==> config.mk <==
export PLATFORM = sky130hd
export DESIGN_NAME = val_ready_rr_arbiter
export DESIGN_NICKNAME = d
export VERILOG_FILES = /design/src/rtl/val_ready_rr_arbiter.sv
export SDC_FILE = /design/constraint.sdc
export NUM_CORES = 1
export LEC_CHECK = 0
export CAP_MARGIN = 30
export CORE_MARGIN = 8
export CORE_UTILIZATION = 40
export DETAILED_ROUTE_END_ITERATION = 8
export PLACE_DENSITY = 0.69
export SYNTH_ARGS = -nofsm -noshare
export SYNTH_HDL_FRONTEND = slang
export SYNTH_SLANG_ARGS = --single-unit
==> constraint.sdc <==
create_clock -name clk_i -period 3.3 [get_ports clk_i]
set_clock_uncertainty 0.15 [all_clocks]
set_input_delay 0.33 -clock clk_i [delete_from_list [all_inputs] [get_ports clk_i]]
set_output_delay 0.33 -clock clk_i [all_outputs]
set_load 0.05 [all_outputs]
==> src/rtl/val_ready_rr_arbiter.sv <==
// rtl/val_ready_rr_arbiter.sv - round-robin valid/ready arbiter with burst ownership and a registered output stage
//
// Shares one valid/ready output channel between NREQ valid/ready requesters.
// A requester that wins arbitration keeps the channel for up to MAXBURST
// consecutive beats, then the grant rotates to the next requester.
//
// Ports:
//   clk_i        rising-edge clock
//   rst_ni       asynchronous active-low reset
//   req_valid_i  per-requester valid
//   req_data_i   requester k data at bits [k*DW +: DW]
//   req_ready_o  per-requester ready, at most one bit high
//   valid_o      output beat valid
//   data_o       output beat data
//   ready_i      downstream ready
//   grant_id_o   source index of the beat held in data_o
//   busy_o       high while a requester owns the channel (state OWN)
module val_ready_rr_arbiter #(
    parameter int DW       = 8,
    parameter int NREQ     = 4,
    parameter int MAXBURST = 2
) (
    input  logic                    clk_i,
    input  logic                    rst_ni,
    input  logic [NREQ-1:0]         req_valid_i,
    input  logic [NREQ*DW-1:0]      req_data_i,
    output logic [NREQ-1:0]         req_ready_o,
    output logic                    valid_o,
    output logic [DW-1:0]           data_o,
    input  logic                    ready_i,
    output logic [$clog2(NREQ)-1:0] grant_id_o,
    output logic                    busy_o
);

    localparam int IW = $clog2(NREQ);

    typedef enum logic {
        ARB = 1'b0,
        OWN = 1'b1
    } state_t;

    state_t          state;
    logic [IW-1:0]   ptr;
    logic [IW-1:0]   owner;
    logic [7:0]      cnt;

    logic            load_en;
    logic            keep;
    logic [IW-1:0]   start;
    logic            found;
    logic [IW-1:0]   winner;
    logic            gnt_valid;
    logic [IW-1:0]   gnt_id;
    logic            xfer;
    logic [DW-1:0]   beat;
    logic            burst_done;

    // Index base+off modulo NREQ; NREQ need not be a power of two.
    function automatic logic [IW-1:0] wrap_add(input logic [IW-1:0] base, input int off);
        int s;
        s = int'(base) + off;
        if (s >= NREQ) begin
            s = s - NREQ;
        end
        return IW'(s);
    endfunction

    always_comb begin
        load_en = !valid_o || ready_i;

        // The owner keeps the channel only while it still has data; otherwise
        // arbitration restarts just past the owner in the same cycle.
        keep  = (state == OWN) && req_valid_i[owner];
        start = (state == OWN) ? wrap_add(owner, 1) : ptr;

        // Scan from the farthest offset down so the closest valid one wins.
        found  = 1'b0;
        winner = '0;
        for (int i = NREQ - 1; i >= 0; i--) begin
            if (req_valid_i[wrap_add(start, i)]) begin
                found  = 1'b1;
                winner = wrap_add(start, i);
            end
        end

        gnt_valid = keep || found;
        gnt_id    = keep ? owner : winner;
        xfer      = load_en && gnt_valid;

        req_ready_o = '0;
        if (rst_ni && xfer) begin
            req_ready_o[gnt_id] = 1'b1;
        end

        beat       = req_data_i[int'(gnt_id)*DW +: DW];
        burst_done = (({1'b0, cnt} + 9'd1) == 9'(MAXBURST));
    end

    assign busy_o = (state == OWN);

    always_ff @(posedge clk_i or negedge rst_ni) begin
        if (!rst_ni) begin
            valid_o    <= 1'b0;
            data_o     <= '0;
            grant_id_o <= '0;
            state      <= ARB;
            ptr        <= '0;
            owner      <= '0;
            cnt        <= '0;
        end else if (load_en) begin
            // Output stage: drain and reload on the same edge.
            if (xfer) begin
                valid_o    <= 1'b1;
                data_o     <= beat;
                grant_id_o <= gnt_id;
            end else begin
                valid_o    <= 1'b0;
            end

            if (keep) begin
                if (burst_done) begin
                    state <= ARB;
                    ptr   <= wrap_add(owner, 1);
                    cnt   <= '0;
                end else begin
                    cnt   <= cnt + 8'd1;
                end
            end else begin
                if (state == OWN) begin
                    ptr <= wrap_add(owner, 1);
                end
                if (xfer) begin
                    if (MAXBURST == 1) begin
                        state <= ARB;
                        ptr   <= wrap_add(winner, 1);
                        cnt   <= '0;
                    end else begin
                        state <= OWN;
                        owner <= winner;
                        cnt   <= 8'd1;
                    end
                end else begin
                    state <= ARB;
                    cnt   <= '0;
                end
            end
        end
    end

endmodule

==> flow_summary.yaml <==
global_routing:
  grt_use_met1_pct: 21.16
  grt_pass1_wl_mm: 7.907
  grt_remaining_overflow: 0
  met3_usage_pct: 3.091
  grt_pass1_vias: 1570
  grt_util_met2_pct: 22.91
  grt-busiest-layer: "met2"
  grt_util_all_layers_pct: 15.28
  grt_max_degree: 25
  grt_antenna_before_repair: 0
clocking:
  clock-sinks: 24
  cts_resized: 0
  holdBufCountCts: 0
  htreeDepth: 1
  clk_path_buf_depth: 2
  clk_latency_ps: 270
  numCtsBuffers: 3
  cts_setup_buffers: 0
  clk_pin_slew_ps: 90
  cts_tree: "yes"
  ctsRootBufferMaster: "clkbuf_8"
power:
  power_density_nw_per_um2: 870.2
  ir_drop_mv: 0.5465
  p_leak_nw: 0.9610
setup_path:
  cp_top_family: "simple AND/OR/NAND/NOR gates"
  cpMaxStageDelayCell: "or4b_1"
  rrSetupSlack_ps: 770
  regToRegStartpoint: "cnt[0]"
  crit_path_max_incr_delay_ps: 590
  critical_path.cell_chain: "or4b_1, o221a_2, and3_4, o32ai_4, nor2b_1, buf_12"
  cp-end-kind: "output port"
  crit_buf_inv: 1
  crit_fanout: 16
  worstPathArrival_ps: 2410
  reg2reg_depth: 7
  r2r-end: "ptr[1]"
  critPathLaunchType: "flip-flop"
  cp.required_ps: 2820
  path_class: "reg -> out"
timing:
  setup_viol: 0
  max_freq_ghz: 0.3460
  relSlewSlack_pct: 61.61
  fin_crit_ps: 2890
  final.period_utilization_pct: 87.59
  tightest_slew_ps: 570.6
  hold_viol_final: 0
  rsz0062_at_grt: "false"
  setup_tns_ps: 0
  drv_slew: 0
floorplan:
  die_area_um2: 6613
  chipHeight_um: 81.32
  chipWidth_um: 81.32
  core_um2: 4058
  num_io_pins: 55
  rows: 23
  floorplan.initialDensity_pct: 42.06
synthesis:
  yosys_warnings: 0
  async_reset_ff_share_pct: 100.0
  syn_area_per_cell_um2: 9.225
  ys_seq_area_share_pct: 35.19
  synth-main-ff-cell: "dfrtp_1"
  synth_edf_count: 0
  yosys_register_bits: 24
  syn_nets: 226
  netlist_instances: 185
  synthDistinctLibCells: 53
  synth.cell_area_um2: 1707
detailed_routing:
  drt_iter0_markers: 88
  vias: 1581
  drtPass1Iterations: 4
  drt-total-wl_mm: 4.817
  wl_per_cell_um: 16.84
  antenna_left: 0
  drc: 0
  vias_per_cell: 5.528
finish:
  fin_cells: 286
  final_common_cell: "clkdlybuf4s50_1"
  nNetsFinal: 278
  synthToLayoutAreaGrowth_pct: 40.40
  fillers: 372
  mostFrequentLayoutCells: "clkdlybuf4s50_1, nand2_1, dfrtp_1"
  multi_input_area_um2: 1032
  n_antenna_cell: 0
  drive_gt1_share_pct: 12.71
  ff_latch_area_um2: 600.6
place:
  dp_hpwl_mm: 3.706
  gp_congestion: 0.8155
  dp_cells: 282
  portBuffers: 54
status:
  status: "finished clean"
flow_run:
  cap_violations: 0
min_path:
  hold_class: "in -> async"
[layer usage]
layer | routed length, um | vias up | share of wire (%)
li1 | - | 796 | -
met1 | 2249 | 746 | 47
met2 | 2302 | 35 | 48
met3 | 201 | 4 | 4.2
met4 | 65 | 0 | 1.3
met5 | 0 | - | 0
[power by group]
| group | total (W) | switching, W | internal, W |
|---|---|---|---|
| sequential | 0.000533 | 0.000136 | 0.000397 |
| combinational | 0.00129 | 0.000750 | 0.000539 |
| clock | 0.000263 | 0.000101 | 0.000162 |
[Yosys cell counts, types with 3 or more instances]
library cell,count,area share (%)
clkbuf_1,5,1.1
o31ai_1,3,1.3
buf_2,3,0.88
buf_6,3,2.0
o22ai_1,10,3.7
o21ai_0,6,1.8
dfrtp_1,24,35
a221oi_1,8,4.1
mux2i_1,12,7.0
inv_1,3,0.66
o211ai_1,3,1.3
nand4_1,3,1.1
nor2_1,14,3.1
nand2_1,24,5.3
a21oi_1,3,0.88
nor2b_1,3,1.1
a31oi_1,5,1.8
nand2b_1,6,2.2
[layout make-up]
cell class              instances  share of cell area [%]
multi-input cells             146                   43.08
repair buffers                 59                   25.80
flip-flops and latches         24                   25.07
well taps                      50                   2.611
clock buffers                   3                   1.723
clock inverters                 1                   1.253
inverters                       3                  0.4700
[cell families after synthesis]
group	count (synthesis)	share of synthesized area (%)
AND/OR/NAND/NOR	72	22.07
AO/OA/AOI/OAI	55	25.88
flip-flops	24	35.19
buffers and inverters	15	5.058
multiplexers	14	8.358
XOR/XNOR	3	1.980
adder cells (fa/ha/maj)	2	1.466
[worst reg2reg max path, cell delays in order (launching register included)]
cell and delay, ps:
dfrtp_1 470, ha_1 290, and3_1 210, or3_1 320, a21boi_1 190, a21oi_1 220, nor2_1 230, mux2_2 360
[registers in the layout, indices dropped and copies added (netlist names)]
| register | flops |
|---|---|
| data_o | 8 |
| valid_o | 1 |
| busy_o | 1 |
| grant_id_o | 2 |
| ptr | 2 |
| owner | 2 |
| cnt | 8 |
[worst max path at each step]
stage | end | slack, ps | cells past startpoint | from
6_report | req_ready_o[2] | 410 | 6 | busy_o
5_1_grt | req_ready_o[1] | 180 | 6 | busy_o
3_3_place_gp | req_ready_o[2] | 470 | 7 | req_valid_i[1]
4_1_cts | req_ready_o[2] | 410 | 6 | busy_o
2_1_floorplan | req_ready_o[1] | 70 | 7 | busy_o
3_5_place_dp | req_ready_o[2] | 450 | 7 | req_valid_i[2]
[stage by stage]
stage               util [%]  cell area (um2)  hold slack [ps]  power, W  setup WS [ps]
finish                 59.05             2396            335.5  0.002085          409.5
global route           59.05             2396            356.0  0.002225          176.8
CTS                    59.05             2396            348.8  0.002105          407.0
detailed placement     57.29             2325            315.8  0.001831          447.6
global placement       57.29             2325            332.0  0.001828          469.6
floorplan                  -             1719           -115.6  0.001455          70.58
Power figures use the tool's default switching activity.
